$ cat config.mk
export PLATFORM = sky130hd
export DESIGN_NAME = serializador_paridade
export DESIGN_NICKNAME = d
export VERILOG_FILES = /design/src/rtl/serializador_paridade.sv
export SDC_FILE = /design/constraint.sdc
export NUM_CORES = 1
export LEC_CHECK = 0
export CORE_UTILIZATION = 40
export DETAILED_ROUTE_END_ITERATION = 8
export GPL_TIMING_DRIVEN = 0
export PLACE_DENSITY = 0.61
export SLEW_MARGIN = 20
export SYNTH_ARGS = -nofsm -noshare
export SYNTH_HDL_FRONTEND = slang
export SYNTH_SLANG_ARGS = --single-unit
$ cat constraint.sdc
create_clock -name clk -period 2.1 [get_ports clk]
set_input_delay 0.63 -clock clk [delete_from_list [all_inputs] [get_ports clk]]
set_output_delay 0.63 -clock clk [all_outputs]
set_load 0.01 [all_outputs]
$ cat src/rtl/serializador_paridade.sv
// Parallel-to-serial feeder: shifts a word out MSB-first over a valid/ready
// handshake and appends one parity bit per frame.
module serializador_paridade #(
  parameter int N         = 8,
  parameter bit PAR_IMPAR = 1'b0
) (
  input  logic         clk,
  input  logic         reset,
  input  logic [N-1:0] data_in,
  input  logic         load,
  output logic         ready,
  output logic         out_bit,
  output logic         bit_valid,
  output logic         frame_end
);

  localparam int CNT_W = $clog2(N);
  localparam logic [CNT_W-1:0] CNT_LAST = CNT_W'(N - 1);

  typedef enum logic [1:0] {
    OCIOSO   = 2'd0,
    DESLOCA  = 2'd1,
    PARIDADE = 2'd2
  } estado_t;

  estado_t          state;
  logic [N-1:0]     shreg;
  logic [CNT_W-1:0] cnt;
  logic             acc;
  logic             accept;

  assign ready  = (state == OCIOSO) || (state == PARIDADE);
  assign accept = load && ready;

  always_ff @(posedge clk) begin
    if (reset) begin
      state <= OCIOSO;
      shreg <= '0;
      cnt   <= '0;
      acc   <= 1'b0;
    end else begin
      unique case (state)
        OCIOSO, PARIDADE: begin
          // PARIDADE may take the next word in the same cycle: back-to-back frames
          if (accept) begin
            shreg <= data_in;
            cnt   <= '0;
            acc   <= ^data_in;
            state <= DESLOCA;
          end else begin
            state <= OCIOSO;
          end
        end
        DESLOCA: begin
          shreg <= {shreg[N-2:0], 1'b0};
          cnt   <= cnt + 1'b1;
          if (cnt == CNT_LAST) state <= PARIDADE;
        end
        default: state <= OCIOSO;
      endcase
    end
  end

  // Outputs decode registered state only; no path from load/data_in.
  always_comb begin
    out_bit   = 1'b0;
    bit_valid = 1'b0;
    frame_end = 1'b0;
    unique case (state)
      DESLOCA: begin
        out_bit   = shreg[N-1];
        bit_valid = 1'b1;
      end
      PARIDADE: begin
        out_bit   = acc ^ PAR_IMPAR;
        bit_valid = 1'b1;
        frame_end = 1'b1;
      end
      default: ;
    endcase
  end

endmodule

==> flow_summary_export.csv, run 1 <==
group,metric,value,unit
run_status,status,"complete, no violations",
clock_network,htree_levels,1,
layout,area_growth,31.6,%
sta,finalSetupViolCount,0,
layout,layout-drive-gt1-share,23.3,%
sta,rsz0062_at_grt,"no",
die,top_level_ports,15,
global_routing,met1_usage,22.1,%
sta,tightestPinTransition,0.569,ns
clock_network,insertion_delay,0.27,ns
global_routing,antenna_found_initial,0,
logic_synthesis,synth_edf_count,0,
flow_run,maxCapViolCount,0,
pwr,seq_power_share,45.3,%
drt,wl,1560,um
worst_hold_path,hold_path.startpoint,"cnt[2]$_SDFFE_PP0P_",
drt,first_pass_iters,4,
global_routing,grt_pass1_wl,2680,um
pwr,p_int,0.476,mW
logic_synthesis,synthTopCellsByArea,"dfxtp_1 35%, ha_1 11%, mux2i_1 9.9%, xnor2_1 7.6%, a211oi_2 6.2%",
global_routing,grt_most_used_layer,"met2",
die,initial_core_util,44.9,%
global_routing,overflow,0,
clock_network,clock_sinks,14,
sta,slew_viol_final,0,
logic_synthesis,synth.area.mux_share,11.3,%
pwr,power_frac_comb,33.1,%
die,dieWidth,47.0,um
critical_path,crit_fanout,8,
worst_hold_path,worst_hold_path_type,"reg -> reg",
drt,viasPerCell,4.91,
logic_synthesis,synthAdderAreaFrac,10.8,%
drt,drc,0,
clock_network,hold_buffers,0,
logic_synthesis,ys.warnings.count,0,
placement,dp_hpwl,1170,um
pwr,ir_drop,0.413,mV
critical_path,r2r_start,"state[1]$_SDFFE_PP0P_",
pwr,powerDensity,638,mW/mm2
pwr,sw_frac_of_total,29.9,%
sta,hold_viol,0,
logic_synthesis,synth_top_family_by_area,"compound AO/OA/AOI/OAI gates",
sta,finalSetupTns,0,ns
placement,port_buffers,14,
sta,min_period,1.99,ns
logic_synthesis,async_reset_ff_share,0,%
logic_synthesis,synth_largest_area_cell,"dfxtp_1",
clock_network,clk_pin_slew,0.08,ns
layout,antenna_cells,0,
critical_path,endpoint_kind,"output port",
logic_synthesis,synth_area,808,um2
logic_synthesis,synth-seq-area-share,34.7,%
global_routing,grt_pass1_vias,616,
drt,vias,629,
sta,slew_headroom,62.1,%
critical_path,startpoint,"state[1]$_SDFFE_PP0P_",
drt,drtIter0Drc,5,
clock_network,cts_tree,"done",
drt,ant_nets,0,
critical_path,crit_type,"reg -> out",
die,die_area,0.00220,mm2
clock_network,cts_root_buffer,"clkbuf_4",
logic_synthesis,synth_compound_area_share,20.1,%
clock_network,clockBufferDepth,2,
global_routing,use_met3,5.77,%
die,die-height,47.0,um
global_routing,track_usage,17.7,%
drt,wire_per_inst,12.2,um
sta,fmax,503,MHz
sta,clock_skew,0.00388,ns
logic_synthesis,syn_inst,83,
logic_synthesis,synth_top_area_share,34.7,%
logic_synthesis,synth_common_cells,"14 x dfxtp_1, 13 x nor2_1, 8 x mux2i_1, 7 x ha_1, 7 x xnor2_1",
placement,place_area,980,um2
layout,fin_area,0.00106,mm2
pwr,total_switching_power,0.203,mW
logic_synthesis,syn_nets,101,
die,rows,15,
critical_path,cp.required,1.47,ns
pwr,clkPwrFrac,21.6,%
pwr,power_leakage,0.418,nW
logic_synthesis,yosysMostFrequentCell,"dfxtp_1",
critical_path,start_kind,"register",
clock_network,cts_inserted_buffers,3,
global_routing,grt_start_max_net_pins,11,
logic_synthesis,ys_types,22,
logic_synthesis,synthSimpleGateAreaFrac,10.5,%
global_routing,grtUsageMet2,29.2,%
die,fp.coreArea,0.00180,mm2
sta,fin_crit_sh,94.6,%
placement,gp_congestion,0.720,
logic_synthesis,synth-xor-area-share,7.59,%
logic_synthesis,syn_area_per_cell,9.74,um2
critical_path,arrival,1.36,ns
logic_synthesis,ys_ff_latch,14,
logic_synthesis,synth_ff_type,"dfxtp_1",
layout,fin_nets,123,
[critical path, stage by stage (launching register included)]
cell	delay, ns
dfxtp_4	0.37
inv_2	0.06
ha_1	0.18
buf_6	0.14
a22oi_1	0.14
nor2b_1	0.06
buf_2	0.14
[final timing paths]
path,end,slack (ns),depth (start not counted)
max reg2reg,shreg[3]$_SDFFE_PP0P_,0.50,7
max,out_bit,0.11,6
min,cnt[2]$_SDFFE_PP0P_,0.46,2
min reg2reg,cnt[2]$_SDFFE_PP0P_,0.46,2
[layout make-up]
cell class,count,area (um2)
Buffer,4,31.3
Clock buffer,3,22.5
Multi-Input combinational cell,61,518
Fill cell,185,738
Timing Repair Buffer,17,158
Sequential cell,14,288
Tap cell,25,31.3
Inverter,4,15.0
[stage by stage]
step	power, mW	hold slack (ns)	std cells	utilization, %	worst slack, ns
floorplan	0.457	0.436	83	-	0.427
global placement	0.518	0.447	122	54.4	-0.0721
detailed placement	0.522	0.452	122	54.4	-0.104
CTS	0.689	0.463	126	58.1	0.00360
global route	0.728	0.492	128	59.0	0.00641
finish	0.679	0.461	128	59.0	0.114
[power groups by stage]
stage                     sequential (mW)  combinational (mW)  clock (mW)
after floorplan                     0.310               0.147           0
after global placement              0.313               0.205           0
after detailed placement            0.314               0.208           0
after CTS                           0.308               0.224       0.157
after global routing                0.311               0.246       0.171
final                               0.307               0.225       0.147
[per-layer routing]
metal	wire length (um)	part of all wire, %
met1	753	48
met3	31	2.0
met5	0	0
met2	759	49
met4	15	0.96
[sequential cells by signal, indices dropped and copies added, names as in the netlist]
name / cells
shreg: 8
cnt: 3
acc: 1
state: 2
[placed cells by master (no fill, tap or decap), types with 2 or more instances in the layout]
cell type        Yosys  routed
buf_4                0       3
mux2i_1              8       8
a22oi_1              3       3
ha_1                 7       5
dfxtp_4              0       2
a211oi_1             4       4
xnor2_1              7       7
dfxtp_1             14      12
nand3_1              2       2
inv_2                0       2
dlygate4sd2_1        0       2
a21oi_1              3       3
nor2_1              13      13
ha_4                 0       2
clkbuf_4             0       3
clkdlybuf4s50_1      0      10
nor2b_1              2       2
buf_2                2       2
nand2_1              2       2
a211oi_2             4       4
inv_1                4       2
buf_6                1       2
[logic make-up (layout without fill, tap and decap cells)]
kind of cell | Yosys count | count (layout)
DFF | 14 | 14
xor gates and xnor gates | 7 | 7
and+or+nand+nor | 20 | 20
adders and majority gates | 7 | 7
AOI/OAI and AO/OA | 18 | 18
muxes | 9 | 9
buffers and inverters | 8 | 28
[what timing repair did]
item                                    4_1_cts  5_1_grt
endpoints found under the setup margin        4        2
buffers inserted                              1        2
pin swaps                                     2        0
resized for setup                            19        1
(Power assumes the default switching activity.)
==> run 2: changes to the inputs <==
CORE_ASPECT_RATIO = 1.25   (was default)
CORE_UTILIZATION = 45   (was 40)
CTS_CLUSTER_SIZE = 40   (was default)
PLACE_DENSITY = 0.67   (was 0.61)
==> run 2 against run 1 <==
Combinational power about the same. Die area fell by 11%. Sequential power barely moved. Largest power group unchanged. Highest routed layer unchanged. Via count increased by 2.4%. Count of clock-buffer cells in the layout stayed put. Register-to-register slack about the same.
==> flow_summary_export.csv, run 2 (same netlist as run 1, synthesis figures left out) <==
group,metric,value,unit
placement,dp_slack,-0.102,ns
global_routing,grt_pass1_vias,634,
layout,finalCoreUtilization,64.6,%
clock_network,clk_pin_slew,0.08,ns
die,fp.coreArea,0.00162,mm2
clock_network,hold_buffers,0,
critical_path,start_kind,"register",
clock_network,cts_inserted_buffers,3,
layout,fin_nets,122,
die,dieWidth,39.9,um
drt,wl,1580,um
layout,area_growth,29.6,%
sta,rsz0062_at_grt,"no",
pwr,seq_power_share,45.4,%
drt,first_pass_iters,3,
pwr,ir_drop,0.351,mV
clock_network,htree_levels,1,
critical_path,crit_fanout,8,
layout,antenna_cells,0,
sta,fin_crit_sh,94.3,%
die,initial_core_util,49.8,%
sta,setup_ws,0.119,ns
pwr,powerDensity,648,mW/mm2
sta,finalSetupViolCount,0,
global_routing,overflow,0,
die,top_level_ports,15,
layout,largest_reg_flops,8,
sta,slew_headroom,62.5,%
global_routing,grt_start_max_net_pins,11,
critical_path,crit_type,"reg -> out",
clock_network,insertion_delay,0.28,ns
critical_path,arrival,1.35,ns
drt,viasPerCell,5.37,
sta,min_period,1.98,ns
layout,top_register,"shreg",
global_routing,antenna_found_initial,0,
pwr,power_frac_comb,33.0,%
drt,drtIter0Drc,6,
die,die-height,49.4,um
clock_network,cts_tree,"done",
pwr,sw_frac_of_total,30.1,%
die,die_area,0.00197,mm2
sta,fmax,505,MHz
global_routing,track_usage,20.1,%
clock_network,clock_sinks,14,
clock_network,clockBufferDepth,2,
flow_run,maxCapViolCount,0,
layout,reg.largest.list,"shreg x8, cnt x3, state x2",
drt,vias,644,
sta,holdWs,0.469,ns
sta,hold_viol,0,
pwr,clkPwrFrac,21.6,%
pwr,power,0.678,mW
die,rows,16,
drt,wire_per_inst,13.2,um
pwr,p_int,0.474,mW
sta,slew_viol_final,0,
layout,layout-drive-gt1-share,22.5,%
clock_network,cts_root_buffer,"clkbuf_4",
pwr,total_switching_power,0.204,mW
placement,dp_hpwl,1170,um
drt,ant_nets,0,
run_status,status,"complete, no violations",
placement,gp_congestion,0.713,
sta,finalSetupTns,0,ns
drt,drc,0,
layout,layout_common_cells,"13 x nor2_1, 12 x dfxtp_1, 10 x clkdlybuf4s50_1",
layout,layout_commonest_cell,"nor2_1",
placement,port_buffers,14,
pwr,power_leakage,0.412,nW
worst_hold_path,worst_hold_path_type,"reg -> reg",
sta,tightestPinTransition,0.563,ns
sta,clock_skew,0.00715,ns
global_routing,grt_pass1_wl,2770,um
critical_path,endpoint_kind,"output port",
critical_path,cp.required,1.47,ns
[run 2: cell types whose count changed in the layout (fill, tap and decap cells not counted), sizes merged]
cell | before | now
clkbuf | 3 | 4
buf | 8 | 6
[run 2: routing by layer]
metal	wire length (um)	up-vias	track usage (%)
li1	-	329	-
met1	702	300	25.4
met2	826	13	33.1
met3	46	2	2.74
met4	7	0	6.90
met5	0	-	0
[run 2: metrics by stage]
| step | area, um2 | std cells |
|---|---|---|
| after detailed placement | 971 | 115 |
| final | 1050 | 120 |
| after floorplan | 808 | 83 |
| after global routing | 1050 | 120 |
| after CTS | 1050 | 120 |
| after global placement | 971 | 115 |
[run 2: worst paths after layout]
check,start,end,slack [ns],depth (start not counted)
worst max-delay path,state[1]$_SDFFE_PP0P_,out_bit,0.12,6
worst min-delay path,cnt[1]$_SDFFE_PP0P_,cnt[1]$_SDFFE_PP0P_,0.47,2
worst min register to register,cnt[1]$_SDFFE_PP0P_,cnt[1]$_SDFFE_PP0P_,0.47,2
worst max register to register,state[1]$_SDFFE_PP0P_,shreg[3]$_SDFFE_PP0P_,0.50,7
[run 2: repair_timing]
| action | CTS | global route |
|---|---|---|
| pin swaps | 1 | 0 |
| endpoints found under the hold margin | 0 | 0 |
| resized for setup | 17 | 2 |
| buffers inserted | 2 | 0 |
| gates cloned | 0 | 0 |
| endpoints found under the setup margin | 4 | 2 |
[run 2: power by group through the flow]
stage | logic (mW) | clock network [mW] | registers [mW]
floorplan | 0.147 | 0 | 0.310
global placement | 0.203 | 0 | 0.313
detailed placement | 0.209 | 0 | 0.315
CTS | 0.228 | 0.151 | 0.308
global route | 0.249 | 0.165 | 0.312
finish | 0.224 | 0.147 | 0.308
[run 2: final cells by class]
class | count | area, um2
plain buffers | 4 | 31.3
flip-flops and latches | 14 | 288
repair buffers | 16 | 150
inverters | 4 | 15.0
multi-input cells | 61 | 518
well taps | 18 | 22.5
clock buffers | 3 | 22.5
fillers | 145 | 574
[run 2: critical path: stages (launching register included)]
cell and delay (ns):
dfxtp_4 0.36, inv_2 0.05, ha_1 0.19, buf_6 0.15, a22oi_1 0.14, nor2b_1 0.06
clkbuf_2 0.12
==> run 3: changes to the inputs <==
--- a/config.mk
+++ b/config.mk
@@ -7,2 +7,3 @@
 export LEC_CHECK = 0
+export ABC_AREA = 1
 export CORE_ASPECT_RATIO = 1.25
--- a/constraint.sdc
+++ b/constraint.sdc
@@ -3,2 +3,2 @@
 set_output_delay 0.63 -clock clk [all_outputs]
-set_load 0.01 [all_outputs]
+set_load 0.05 [all_outputs]
==> run 3 against run 2 <==
Worst setup slack lost 0.047 ns. Cell area up 1.6%. Area after synthesis up 7.0%. Core utilization shrank 5.1 points. Wire length increased by 8.7%. Fmax shrank 2.3%. Sequential power rose by 23%. Critical endpoint unchanged.
==> flow_summary_export.csv, run 3 <==
group,metric,value,unit
clock_network,cts_root_buffer,"clkbuf_4",
critical_path,r2r.worst_path.cells,9,
layout,fin_area,0.00106,mm2
global_routing,grt_pass1_vias,766,
sta,fmax,493,MHz
clock_network,htree_levels,1,
critical_path,endpoint,"out_bit",
critical_path,crit_type,"reg -> out",
logic_synthesis,syn_nets,147,
clock_network,cts_inserted_buffers,3,
pwr,ir_drop,0.443,mV
critical_path,endpoint_kind,"output port",
sta,fin_crit_sh,96.5,%
die,initial_core_util,48.4,%
drt,vias,831,
global_routing,antenna_found_initial,0,
layout,finalCoreUtilization,59.5,%
logic_synthesis,synth_area,865,um2
layout,layout_commonest_cell,"nand2_1",
sta,finalSetupViolCount,0,
critical_path,startpoint,"state[1]$_SDFFE_PP0P_",
critical_path,r2r_setup_slack,0.58,ns
die,top_level_ports,15,
logic_synthesis,syn_area_per_cell,6.70,um2
pwr,power_leakage,0.537,nW
logic_synthesis,synth_top_area_share,32.4,%
flow_run,maxCapViolCount,0,
die,die-height,51.0,um
critical_path,cp.required,1.47,ns
layout,top_register,"shreg",
die,rows,17,
logic_synthesis,ys_ff_latch,14,
die,dieWidth,41.2,um
logic_synthesis,synth_edf_count,0,
global_routing,grt_pass1_wl,3060,um
placement,place_area,0.00104,mm2
layout,largest_reg_flops,8,
sta,slew_headroom,70.0,%
drt,drtIter0Drc,24,
sta,clock_skew,0.00586,ns
drt,ant_nets,0,
global_routing,overflow,0,
critical_path,crit_fanout,8,
logic_synthesis,async_reset_ff_share,0,%
clock_network,clk_pin_slew,0.08,ns
sta,hold_viol,0,
logic_synthesis,syn_inst,129,
layout,area_growth,23.0,%
logic_synthesis,synthTopCellsByArea,"dfxtp_1 32%, nand2_1 19%, ha_1 10%, inv_1 7.8%, o21ai_0 5.2%",
layout,antenna_cells,0,
clock_network,clock_sinks,14,
worst_hold_path,worst_hold_path_type,"reg -> reg",
logic_synthesis,synth_largest_area_cell,"dfxtp_1",
pwr,powerDensity,960,mW/mm2
drt,viasPerCell,5.04,
layout,fin_nets,166,
drt,wl,1720,um
sta,rsz0062_at_grt,"no",
layout,layout-drive-gt1-share,12.3,%
run_status,status,"complete, no violations",
logic_synthesis,ys_types,20,
die,fp.coreArea,0.00179,mm2
drt,wire_per_inst,10.4,um
drt,drc,0,
critical_path,rr_endpoint,"cnt[0]$_SDFFE_PP0P_",
sta,tightestPinTransition,0.449,ns
logic_synthesis,synth_ff_type,"dfxtp_1",
logic_synthesis,yosysMostFrequentCell,"nand2_1",
die,die_area,0.00210,mm2
sta,min_period,2.03,ns
global_routing,track_usage,21.4,%
placement,gp_congestion,0.754,
critical_path,start_kind,"register",
logic_synthesis,synth-seq-area-share,32.4,%
sta,slew_viol_final,0,
placement,port_buffers,14,
clock_network,hold_buffers,0,
global_routing,grt_start_max_net_pins,11,
critical_path,arrival,1.40,ns
clock_network,cts_tree,"done",
logic_synthesis,synth_common_cells,"44 x nand2_1, 18 x inv_1, 14 x dfxtp_1, 11 x nor2_1, 9 x o21ai_0",
layout,layout_common_cells,"44 x nand2_1, 17 x inv_1, 12 x dfxtp_1",
clock_network,clockBufferDepth,2,
critical_path,r2r_start,"state[0]$_SDFFE_PP0P_",
clock_network,insertion_delay,0.27,ns
logic_synthesis,ys.warnings.count,0,
placement,dp_hpwl,1350,um
drt,first_pass_iters,4,
layout,reg.largest.list,"shreg x8, cnt x3, state x2",
run 3: cell types whose count changed after synthesis, sizes merged, moves of 7 or more:
cell    delta
o21ai     +12
inv       +15
a31oi      +7
a211oi     -8
nand2     +43
mux2i      -8
run 3: power breakdown:
group	switching (mW)	internal, mW	leakage (nW)
logic	0.320	0.176	0.407
registers	0.0411	0.337	0.116
clock network	0.0799	0.0664	0.0138
total	0.441	0.579	0.537
run 3: area by class of cell:
type / count / area, um2
Multi-Input combinational cell: 93 / 504
Fill cell: 187 / 723
Clock buffer: 3 / 22.5
Sequential cell: 14 / 283
Timing Repair Buffer: 14 / 133
Tap cell: 19 / 23.8
Buffer: 3 / 26.3
Inverter: 19 / 71.3
run 3: per-stage QoR:
stage | instances | hold WS, ns | setup TNS, ns | total power, mW | setup WS [ns]
floorplan | 129 | 0.433 | 0 | 0.756 | 0.0174
global placement | 162 | 0.459 | -0.585 | 0.884 | -0.361
detailed placement | 162 | 0.464 | -0.631 | 0.893 | -0.362
CTS | 165 | 0.476 | 0 | 1.03 | 0.00844
global route | 165 | 0.511 | 0 | 1.11 | 0.00128
finish | 165 | 0.476 | 0 | 1.02 | 0.0725
run 3: timing repair:
| item | CTS | global route |
|---|---|---|
| buffers inserted | 0 | 0 |
| endpoints found under the setup margin | 4 | 3 |
| gates resized for setup | 20 | 5 |
run 3: logic make-up after synthesis:
kind of cell | share of synthesized area [%]
AOI/OAI and AO/OA | 19.1
xor gates and xnor gates | 2.03
adders and majority gates | 10.1
buffers and inverters | 10.6
DFF | 32.4
and+or+nand+nor | 25.8
run 3: worst min path at each step:
stage,endpoint,from,slack (ns),cells past startpoint
detailed placement,shreg[7]$_SDFFE_PP0P_,shreg[6]$_SDFFE_PP0P_,0.46,2
floorplan,shreg[0]$_SDFFE_PP0P_,shreg[0]$_SDFFE_PP0P_,0.43,2
CTS,shreg[7]$_SDFFE_PP0P_,shreg[6]$_SDFFE_PP0P_,0.48,2
global route,shreg[5]$_SDFFE_PP0P_,shreg[4]$_SDFFE_PP0P_,0.51,2
finish,shreg[7]$_SDFFE_PP0P_,shreg[6]$_SDFFE_PP0P_,0.48,2
global placement,shreg[0]$_SDFFE_PP0P_,shreg[0]$_SDFFE_PP0P_,0.46,2
run 3: layer usage:
layer,up-vias,part of all wire (%),track usage [%]
met5,-,0,0
met3,2,3.4,2.61
met1,359,45,27.0
li1,448,-,-
met2,22,49,32.3
met4,0,2.1,14.5
run 3: critical path, stage by stage (launching register included):
cell	delay, ns
dfxtp_2	0.34
inv_2	0.08
ha_1	0.16
buf_6	0.13
nand2_1	0.09
a21boi_4	0.15
buf_6	0.17
